--- config.mk ---
export PLATFORM = sky130hd
export DESIGN_NAME = alu_issue_ctrl
export DESIGN_NICKNAME = d
export VERILOG_FILES = /design/src/rtl/alu_issue_ctrl_pkg.sv /design/src/rtl/alu_issue_decode.sv /design/src/rtl/alu_issue_ctrl.sv
export SDC_FILE = /design/constraint.sdc
export NUM_CORES = 1
export LEC_CHECK = 0
export CORE_MARGIN = 2
export CORE_UTILIZATION = 45
export CTS_CLUSTER_DIAMETER = 200
export DETAILED_ROUTE_END_ITERATION = 10
export GPL_TIMING_DRIVEN = 1
export PLACE_DENSITY = 0.88
export SYNTH_ARGS = -nofsm -noshare
export SYNTH_HDL_FRONTEND = slang
export SYNTH_SLANG_ARGS = --single-unit
--- constraint.sdc ---
create_clock -name clk -period 4.25 [get_ports clk]
set_input_delay 0.425 -clock clk [delete_from_list [all_inputs] [get_ports clk]]
set_output_delay 0.425 -clock clk [all_outputs]
set_load 0.02 [all_outputs]
--- src/rtl/alu_issue_ctrl_pkg.sv ---
// Shared definitions for the ALU issue controller: ALU option codes,
// MIPS opcode/funct encodings, FSM state type and operand selectors.
package alu_issue_ctrl_pkg;

  // 4-bit ALU option encodings
  localparam logic [3:0] OPT_AND  = 4'b0000;
  localparam logic [3:0] OPT_OR   = 4'b0001;
  localparam logic [3:0] OPT_ADD  = 4'b0010;
  localparam logic [3:0] OPT_XOR  = 4'b0011;
  localparam logic [3:0] OPT_SLL  = 4'b0100;
  localparam logic [3:0] OPT_SRL  = 4'b0101;
  localparam logic [3:0] OPT_SUB  = 4'b0110;
  localparam logic [3:0] OPT_SLT  = 4'b0111;
  localparam logic [3:0] OPT_MUL  = 4'b1000;
  localparam logic [3:0] OPT_DIV  = 4'b1001;
  localparam logic [3:0] OPT_SRA  = 4'b1010;
  localparam logic [3:0] OPT_NOR  = 4'b1100;
  localparam logic [3:0] OPT_MOVE = 4'b1111;

  // Opcodes
  localparam logic [5:0] OP_RTYPE = 6'h00;
  localparam logic [5:0] OP_BEQ   = 6'h04;
  localparam logic [5:0] OP_ADDI  = 6'h08;
  localparam logic [5:0] OP_ADDIU = 6'h09;
  localparam logic [5:0] OP_SLTI  = 6'h0A;
  localparam logic [5:0] OP_ANDI  = 6'h0C;
  localparam logic [5:0] OP_ORI   = 6'h0D;
  localparam logic [5:0] OP_XORI  = 6'h0E;
  localparam logic [5:0] OP_LUI   = 6'h0F;

  // R-type funct codes
  localparam logic [5:0] F_SLL  = 6'h00;
  localparam logic [5:0] F_SRL  = 6'h02;
  localparam logic [5:0] F_SRA  = 6'h03;
  localparam logic [5:0] F_MULT = 6'h18;
  localparam logic [5:0] F_DIV  = 6'h1A;
  localparam logic [5:0] F_ADD  = 6'h20;
  localparam logic [5:0] F_ADDU = 6'h21;
  localparam logic [5:0] F_SUB  = 6'h22;
  localparam logic [5:0] F_SUBU = 6'h23;
  localparam logic [5:0] F_AND  = 6'h24;
  localparam logic [5:0] F_OR   = 6'h25;
  localparam logic [5:0] F_XOR  = 6'h26;
  localparam logic [5:0] F_NOR  = 6'h27;
  localparam logic [5:0] F_SLT  = 6'h2A;

  typedef enum logic [1:0] {IDLE, EXEC, DWAIT, RESP} state_t;

  typedef enum logic [1:0] {SEL1_RS, SEL1_RT, SEL1_IMM} op1_sel_t;

  typedef enum logic [2:0] {SEL2_RT, SEL2_SHAMT, SEL2_SIMM, SEL2_ZIMM, SEL2_SIXTEEN} op2_sel_t;

endpackage

--- src/rtl/alu_issue_decode.sv ---
// Combinational instruction decode: opcode/funct -> ALU option, operand
// selects, illegal flag and DIV marker. MULT/DIV decoding is present only
// when ALU_ISSUE_MULDIV_EN is defined; otherwise they decode as illegal.
module alu_issue_decode
  import alu_issue_ctrl_pkg::*;
(
  input  logic [5:0] opcode,
  input  logic [5:0] funct,
  output logic [3:0] option,
  output op1_sel_t   op1_sel,
  output op2_sel_t   op2_sel,
  output logic       illegal,
  output logic       is_div
);

  // Decode table; unknown encodings fall through to MOVE with rs/rt operands
  always_comb begin
    option  = OPT_MOVE;
    op1_sel = SEL1_RS;
    op2_sel = SEL2_RT;
    illegal = 1'b0;
    is_div  = 1'b0;
    case (opcode)
      OP_RTYPE: begin
        case (funct)
          F_ADD, F_ADDU: option = OPT_ADD;
          F_SUB, F_SUBU: option = OPT_SUB;
          F_AND:         option = OPT_AND;
          F_OR:          option = OPT_OR;
          F_XOR:         option = OPT_XOR;
          F_NOR:         option = OPT_NOR;
          F_SLT:         option = OPT_SLT;
          F_SLL: begin option = OPT_SLL; op1_sel = SEL1_RT; op2_sel = SEL2_SHAMT; end
          F_SRL: begin option = OPT_SRL; op1_sel = SEL1_RT; op2_sel = SEL2_SHAMT; end
          F_SRA: begin option = OPT_SRA; op1_sel = SEL1_RT; op2_sel = SEL2_SHAMT; end
`ifdef ALU_ISSUE_MULDIV_EN
          F_MULT:        option = OPT_MUL;
          F_DIV: begin option = OPT_DIV; is_div = 1'b1; end
`endif
          default:       illegal = 1'b1;
        endcase
      end
      OP_ADDI, OP_ADDIU: begin option = OPT_ADD; op2_sel = SEL2_SIMM; end
      OP_SLTI:           begin option = OPT_SLT; op2_sel = SEL2_SIMM; end
      OP_ANDI:           begin option = OPT_AND; op2_sel = SEL2_ZIMM; end
      OP_ORI:            begin option = OPT_OR;  op2_sel = SEL2_ZIMM; end
      OP_XORI:           begin option = OPT_XOR; op2_sel = SEL2_ZIMM; end
      OP_BEQ:            option = OPT_SUB;
      OP_LUI: begin option = OPT_SLL; op1_sel = SEL1_IMM; op2_sel = SEL2_SIXTEEN; end
      default:           illegal = 1'b1;
    endcase
  end

endmodule

--- src/rtl/alu_issue_ctrl.sv ---
// ALU issue controller: accepts one MIPS instruction at a time, drives an
// external combinational ALU from latched operands, captures the result and
// presents it on a valid/ready response port. Multi-cycle DIV support is
// enabled by ALU_ISSUE_MULDIV_EN (decoded in alu_issue_decode).
module alu_issue_ctrl #(
  parameter int unsigned DIV_CYCLES = 4
) (
  input  logic        clk,
  input  logic        rst_n,
  input  logic        in_valid,
  output logic        in_ready,
  input  logic [31:0] instr,
  input  logic [31:0] rs_val,
  input  logic [31:0] rt_val,
  output logic [31:0] alu_oprd1,
  output logic [31:0] alu_oprd2,
  output logic [3:0]  alu_option,
  input  logic [31:0] alu_result,
  input  logic        alu_zero,
  output logic        out_valid,
  input  logic        out_ready,
  output logic [31:0] out_result,
  output logic        out_zero,
  output logic        out_illegal
);
  import alu_issue_ctrl_pkg::*;

  localparam logic [3:0] DIV_LAST = 4'(DIV_CYCLES - 1);

  state_t      state, next_state;
  logic [5:0]  opcode_q;
  logic [15:0] imm_q;
  logic [31:0] rs_q, rt_q;
  logic [3:0]  cnt_q;

  logic [3:0]  dec_option;
  op1_sel_t    op1_sel;
  op2_sel_t    op2_sel;
  logic        dec_illegal, dec_is_div;
  logic [31:0] oprd1, oprd2;
  logic        div_zero;
  logic        load, cap_alu, cap_div0, cnt_start, cnt_inc, set_valid, clr_valid;

  alu_issue_decode u_decode (
    .opcode  (opcode_q),
    .funct   (imm_q[5:0]),
    .option  (dec_option),
    .op1_sel (op1_sel),
    .op2_sel (op2_sel),
    .illegal (dec_illegal),
    .is_div  (dec_is_div)
  );

  assign in_ready = (state == IDLE);
  assign div_zero = dec_is_div && (rt_q == '0);

  // Operand selection from latched instruction fields and registers
  always_comb begin
    oprd1 = rs_q;
    oprd2 = rt_q;
    case (op1_sel)
      SEL1_RT:  oprd1 = rt_q;
      SEL1_IMM: oprd1 = {16'b0, imm_q};
      default:  oprd1 = rs_q;
    endcase
    case (op2_sel)
      SEL2_SHAMT:   oprd2 = {27'b0, imm_q[10:6]};
      SEL2_SIMM:    oprd2 = {{16{imm_q[15]}}, imm_q};
      SEL2_ZIMM:    oprd2 = {16'b0, imm_q};
      SEL2_SIXTEEN: oprd2 = 32'd16;
      default:      oprd2 = rt_q;
    endcase
  end

  // ALU drive: parked at zero/MOVE while idle
  always_comb begin
    alu_option = OPT_MOVE;
    alu_oprd1  = '0;
    alu_oprd2  = '0;
    if (state != IDLE) begin
      alu_option = dec_option;
      alu_oprd1  = oprd1;
      alu_oprd2  = oprd2;
    end
  end

  // State register
  always_ff @(posedge clk or negedge rst_n) begin
    if (!rst_n) state <= IDLE;
    else        state <= next_state;
  end

  // Next-state and datapath control
  always_comb begin
    next_state = state;
    load       = 1'b0;
    cap_alu    = 1'b0;
    cap_div0   = 1'b0;
    cnt_start  = 1'b0;
    cnt_inc    = 1'b0;
    set_valid  = 1'b0;
    clr_valid  = 1'b0;
    case (state)
      IDLE: begin
        if (in_valid) begin
          load       = 1'b1;
          next_state = EXEC;
        end
      end
      EXEC: begin
        if (div_zero) begin
          cap_div0   = 1'b1;
          next_state = RESP;
        end else if (dec_is_div && (DIV_CYCLES > 1)) begin
          cnt_start  = 1'b1;
          next_state = DWAIT;
        end else begin
          cap_alu    = 1'b1;
          next_state = RESP;
        end
      end
      DWAIT: begin
        // cnt_q counts operand-hold cycles already completed, EXEC included
        if (cnt_q == DIV_LAST) begin
          cap_alu    = 1'b1;
          next_state = RESP;
        end else begin
          cnt_inc = 1'b1;
        end
      end
      RESP: begin
        // out_valid rises one cycle after entering RESP, so a response is
        // presented two edges after acceptance for single-cycle operations
        if (!out_valid) begin
          set_valid = 1'b1;
        end else if (out_ready) begin
          clr_valid  = 1'b1;
          next_state = IDLE;
        end
      end
      default: next_state = IDLE;
    endcase
  end

  // Latched operands, DIV counter and response registers
  always_ff @(posedge clk or negedge rst_n) begin
    if (!rst_n) begin
      opcode_q    <= '0;
      imm_q       <= '0;
      rs_q        <= '0;
      rt_q        <= '0;
      cnt_q       <= '0;
      out_result  <= '0;
      out_zero    <= 1'b0;
      out_illegal <= 1'b0;
      out_valid   <= 1'b0;
    end else begin
      if (load) begin
        opcode_q <= instr[31:26];
        imm_q    <= instr[15:0];
        rs_q     <= rs_val;
        rt_q     <= rt_val;
      end
      if (cap_alu) begin
        out_result  <= alu_result;
        out_zero    <= alu_zero;
        out_illegal <= dec_illegal;
      end else if (cap_div0) begin
        out_result  <= '0;
        out_zero    <= 1'b1;
        out_illegal <= 1'b1;
      end
      if (cnt_start)    cnt_q <= 4'd1;
      else if (cnt_inc) cnt_q <= cnt_q + 4'd1;
      else if (cap_alu) cnt_q <= '0;
      if (set_valid)      out_valid <= 1'b1;
      else if (clr_valid) out_valid <= 1'b0;
    end
  end

endmodule

### Yosys cells after proc, flatten, opt, wreduce, memory -nomap -nowiden

Index checks and enable logic that the tools add are counted.

* bits in registers: 127
* output and inout port bits: 104
* word-level logic and storage cells: 95

* equality and inequality tests: 33
* $add $sub $neg: 1
* reductions and logical operators: 15
* mux-type cells: 36

Operator list (number)
* case mux 32 bit (4 select lines): 1
* two-way mux 32 bit: 3
* case mux 32 bit (2 select lines): 1
* == test 6 bit (second input constant): 9
* == test 6 x 4 -> 1 bit (second input constant): 7
* case mux 4 bit (10 select lines): 1
* case mux 4 bit (8 select lines): 1
* two-way mux 1 bit: 17
* == test 6 x 2 -> 1 bit (second input constant): 2
* zero test 6 bit: 2
* two-way mux 4 bit: 3
* case mux 3 bit (4 select lines): 1
* OR reduction 12 bit: 1
* OR reduction 3 bit: 3
* two-way mux 2 bit: 4
* inequality test 2 bit (second input constant): 4
* case mux 2 bit (4 select lines): 1
* OR reduction 8 bit: 1
* == test 2 bit (second input constant): 3
* == test 3 x 2 -> 1 bit (second input constant): 2
* == test 6 x 3 -> 1 bit (second input constant): 1
* nonzero test 2 bit: 3
* OR reduction 2 bit: 3
* adder 4 x 1 -> 4 bit (second input constant): 1
* 8 further kinds: 10

### Logic depth before layout (Yosys ltp)

Gate-level depths: netlist (run 1).

* word-level depth: 7
* depth in mapped cells: 13
* depth with buffers taken out: 9

### By module

A second synthesis (run 1) with hierarchy kept.

* cell total of the unflattened synthesis: 645
* area total of the unflattened synthesis: 6480.0 µm²

By module, submodules not included
* alu_issue_ctrl: cells each 588, times used 1, seq. area each 3178.0 µm², area each 6118.4 µm²
* alu_issue_decode: cells each 57, times used 1, seq. area each 0.0 µm², area each 361.6 µm²

### Worst setup path before layout (run 1)

OpenSTA, ideal clock, no wires.

* kind: register -> output
* from: register opcode_q[1]
* to: output port alu_oprd1[20]
* cell stages (with the launch flop): 12
* buffers on the path: 4
* arrival: 2.944 ns
* slack: 0.881 ns
* cell sequence: dfrtp_1 -> buf_6 -> or3_4 -> or4_4 -> buf_6 -> nor2_1 -> ha_1 -> clkbuf_1 -> nor2b_1 -> clkbuf_1 -> a22oi_1 -> nor2_1

* longest elaborated chain between the ends: 5
* elaborated cells on any way between the ends: 7
* those cells by class: 3 x eq/ne; 3 x mux; 1 x reduce/logical

Ends and longest elaborated chain
* from (decl): line alu_issue_ctrl.sv:31 `logic [5:0] opcode_q;`
* from (signal assigned): line alu_issue_ctrl.sv:159 `opcode_q <= instr[31:26];`
* == test 6 x 4 -> 1 bit / zero test 6 bit (equally long branches): line alu_issue_decode.sv:23 `case (opcode)`
* case mux 2 bit (2 select lines) *: line alu_issue_decode.sv:23
* == test 2 bit / == test 2 x 1 -> 1 bit (equally long branches): line alu_issue_ctrl.sv:61 `case (op1_sel)`
* case mux 32 bit (2 select lines) *: line alu_issue_ctrl.sv:61
* two-way mux 32 bit *: line alu_issue_ctrl.sv:80 `if (state != IDLE) begin`
* to (decl): line alu_issue_ctrl.sv:15 `output logic [31:0] alu_oprd1,`

Mark *: on every way between the ends. The rest lies on a longest branch, timed or not.

### Worst setup path in the final report (run 1)

* from: register opcode_q[1]
* to: output port alu_oprd1[22]

The elaborated chain is that of the path after synthesis.

==> results of run 1 <==
-- worst min path at each step --
stage,slack [ns],endpoint
global route,0.30,rt_q[16]$_DFFE_PN0P_
detailed placement,0.49,out_result[15]$_DFFE_PN0P_
floorplan,0.13,cnt_q[0]$_DFFE_PN0P_
CTS,0.26,out_result[6]$_DFFE_PN0P_
finish,0.21,rs_q[12]$_DFFE_PN0P_
global placement,0.48,cnt_q[0]$_DFFE_PN0P_
-- through the flow --
stage,utilization,setup WS (ns)
floorplan,-,0.881
global placement,0.629,0.608
detailed placement,0.629,0.586
CTS,0.666,0.116
global route,0.667,-0.0334
finish,0.667,0.144
-- registers in the layout, summed over array words and instances, names as in the netlist --
| signal | count |
|---|---|
| out_result | 32 |
| rs_q | 32 |
| rt_q | 32 |
| imm_q | 16 |
| opcode_q | 6 |
| cnt_q | 4 |
| state | 2 |
| out_illegal | 1 |
| out_valid | 1 |
| out_zero | 1 |
-- repair_timing --
action                                  in CTS  in global routing
endpoints found under the setup margin       0                  7
hold buffers                                 0                  0
gates resized for setup                      0                  2
-- cell usage after synthesis (3+ instances only) --
| cell type | number |
|---|---|
| ha_1 | 8 |
| mux2i_1 | 3 |
| a2bb2oi_1 | 6 |
| buf_1 | 4 |
| a22oi_1 | 33 |
| nor2b_1 | 5 |
| clkbuf_1 | 33 |
| a32oi_1 | 4 |
| nand3_1 | 5 |
| nor3_1 | 3 |
| inv_1 | 14 |
| a2bb2oi_2 | 10 |
| a21oi_1 | 26 |
| buf_2 | 3 |
| a21boi_0 | 3 |
| nor2_1 | 57 |
| o211ai_1 | 4 |
| a22o_1 | 11 |
| nand2_1 | 8 |
| dfrtp_1 | 127 |
| mux2_2 | 121 |
| o21ai_0 | 8 |
-- critical path: stages (launching register included) --
cell,delay [ns]
dfrtp_1,0.47
or3_4,0.42
or4_4,0.52
nor2_1,0.19
ha_2,0.43
nor2b_1,0.15
buf_4,0.24
a22oi_1,0.10
nor2_1,0.13
clkdlybuf4s50_1,0.62
-- power groups by stage --
stage,clock (mW),combinational (mW),sequential [mW]
after global placement,0,4.37,2.29
after CTS,1.33,4.52,2.35
final,1.31,4.48,2.36
after global routing,1.39,4.77,2.43
after floorplan,0,2.61,2.34
after detailed placement,0,4.49,2.35
-- cells in the final DEF (no fill, tap or decap), types with 3 or more instances in the layout --
master	n
a22o_1	11
mux2_2	121
a2bb2oi_2	10
a22oi_1	33
ha_1	6
clkinv_2	6
nand3_1	5
a32oi_1	4
nor2_1	57
mux2i_1	3
nand2_1	7
o211ai_1	4
clkbuf_1	3
dfrtp_1	127
o21ai_0	8
clkdlybuf4s50_1	223
clkbuf_16	17
a21oi_1	26
o21ai_4	3
a2bb2oi_1	6
buf_4	7
inv_1	14
a21boi_0	3
nor2b_1	5
-- layout make-up --
class                           count  area (µm²)
Timing Repair Buffer              233        2320
Inverter                           14        52.6
Clock buffer                       21         450
Sequential cell                   127        3180
Tap cell                          180         225
Multi-Input combinational cell    353        2960
Clock inverter                      8        68.8
Fill cell                         997        4630
-- logic make-up (layout without fill, tap and decap cells) --
kind of cell	after synthesis	count (layout)	synth area share
compound gates	118	118	0.145
mux	124	124	0.218
fa+ha+maj	9	9	0.0173
flops	127	127	0.498
simple gates	100	100	0.0763
xor+xnor	2	2	0.00275
buf+inv	60	276	0.0427
-- layer usage --
metal	global-route usage	vias to the layer above	part of all wire
li1	-	2369	-
met1	0.291	2593	0.39
met2	0.392	254	0.49
met3	0.0950	44	0.090
met4	0.113	0	0.033
met5	0	-	0
==> results.sh, run 1 <==
export IMPL_timing_critical_path_to="alu_oprd1[22]"
export IMPL_post_synth_main_area_contributors="dfrtp_1 50%, mux2_2 21%, a22oi_1 3.9%"
export IMPL_cts_buffers_inserted=17
export IMPL_floorplan_io_pins=237
export IMPL_clock_path_buffers=2
export IMPL_wire_length_of_the_first_global_routing_pass_mm=28.2
export IMPL_first_global_vias=5544
export IMPL_total_chip_power_mw=8.14
export IMPL_grt_setup_unrepaired="yes"
export IMPL_synth_edff_count=0
export IMPL_finalHoldViolCount=0
export IMPL_slew_violations=0
export IMPL_timing_reg2reg_worst_path_depth=4
export IMPL_layout_cell_area_non_filler_mm2=0.00926
export IMPL_worst_skew_pair_late_latency_ns=0.42
export IMPL_minimum_period_implied_by_the_final_worst_setup_slack_ns=4.11
export IMPL_dp_hpwl_mm=12.8
export IMPL_worst_r2r_endpoint="rt_q[16]$_DFFE_PN0P_"
export IMPL_antenna_found_initial=0
export IMPL_leakage_dissipation_nw=3.77
export IMPL_layout_cells_non_filler=936
export IMPL_normalized_max_slew_margin=0.222
export IMPL_ctsHtreeMaxLevel=4
export IMPL_seq_power_share=0.289
export IMPL_firstDrtPassIters=5
export IMPL_postSynthAreaPerCell_um2=11.8
export IMPL_worstPathArrival_ns=3.68
export IMPL_syn_cell_area_mm2=0.00638
export IMPL_floorplan_die_width_um=123
export IMPL_floorplan_core_area_mm2=0.0139
export IMPL_drt_wl_total_mm=18.2
export IMPL_floorplan_die_area_mm2=0.0151
export IMPL_timing_rr_start="state[0]$_DFFE_PN0P_"
export IMPL_total_setup_violations_reported_at_the_end_of_the_flow=0
export IMPL_die_height_um=123
export IMPL_rrSetupSlack_ns=1.66
export IMPL_postSynth_topFlopCell="dfrtp_1"
export IMPL_path_max_fanout=18
export IMPL_place_port_buffers=226
export IMPL_placed_area_mm2=0.00873
export IMPL_gr_ovfl_total=0
export IMPL_drt_initial_drc_count=408
export IMPL_worstPathRequired_ns=3.83
export IMPL_avgRoutedWirePerCell_um=19.5
export IMPL_critical_path_class="register to output pin"
export IMPL_cts_root_buffer="clkbuf_16"
export IMPL_post_synthesis_cell_count=540
export IMPL_antenna_cells=0
export IMPL_netlist_cell_type_count=56
export IMPL_routability_cong=0.814
export IMPL_area_growth_synth_to_final_pct=45.0
export IMPL_clk_pin_slew_ns=0.05
export IMPL_pwr_share_comb=0.550
export IMPL_fraction_of_layout_instances_using_a_drive_strength_above_1=0.237
export IMPL_design_final_nets=887
export IMPL_power_density_mw_per_mm2=880
export IMPL_timing_clock_skew_ns=0.0118
export IMPL_tns_ns=0
export IMPL_detail_route_vias_per_cell=5.62
export IMPL_ant_nets=0
export IMPL_run_status="completed"
export IMPL_clkPwrFrac=0.160
export IMPL_sequential_cell_area_fraction_in_the_yosys_report=0.498
export IMPL_async_reset_ff_frac=1.00
export IMPL_power_internal_mw=4.97
export IMPL_ys_seq_elements=127
export IMPL_globalRouteTotalUtil=0.245
export IMPL_endpoint_class_of_the_critical_path="output pin"
export IMPL_maxCapViolCount=0
export IMPL_achievable_frequency_mhz=244
export IMPL_tritoncts="built"
export IMPL_clock_sinks=127
export IMPL_drt_drc_violations_left=0
export IMPL_synthesis_nets=681
export IMPL_cts_setup_buffers=0
export IMPL_timing_critical_path_from_type="register"
export IMPL_place_inst=907
export IMPL_vias=5260
export IMPL_synth_largest_area_cell="dfrtp_1"
export IMPL_yosysWarnings=0
export IMPL_vdd_drop_max_mv=0.462
export IMPL_synth_top_cell_area_share=0.498
export IMPL_floorplan_initialDensity=0.460
export IMPL_layout_worst_path_cycle_share=0.966
export IMPL_worst_pin_slew_ns=1.17
export IMPL_total_switching_power_mw=3.17
export IMPL_critical_path_startpoint="opcode_q[1]$_DFFE_PN0P_"
export IMPL_fp_row_count=43
export IMPL_holdCritPathClass="primary input to async pin"
export IMPL_power_share_switching=0.389
export IMPL_grt_start_max_net_pins=128
export IMPL_hold_ws_ns=0.210
Note: power is estimated with default switching activity, not from simulation.
==> inputs of run 2 (changes only) <==
--- a/config.mk
+++ b/config.mk
@@ -7,10 +7,11 @@
 export LEC_CHECK = 0
 export CORE_MARGIN = 2
 export CORE_UTILIZATION = 45
-export CTS_CLUSTER_DIAMETER = 200
+export CTS_CLUSTER_DIAMETER = 30
 export DETAILED_ROUTE_END_ITERATION = 10
 export GPL_TIMING_DRIVEN = 1
 export PLACE_DENSITY = 0.88
 export SYNTH_ARGS = -nofsm -noshare
 export SYNTH_HDL_FRONTEND = slang
 export SYNTH_SLANG_ARGS = --single-unit
+export TNS_END_PERCENT = 5
==> results of run 2 <==
The final DEF is identical to that of run 1; final timing and power are the same.
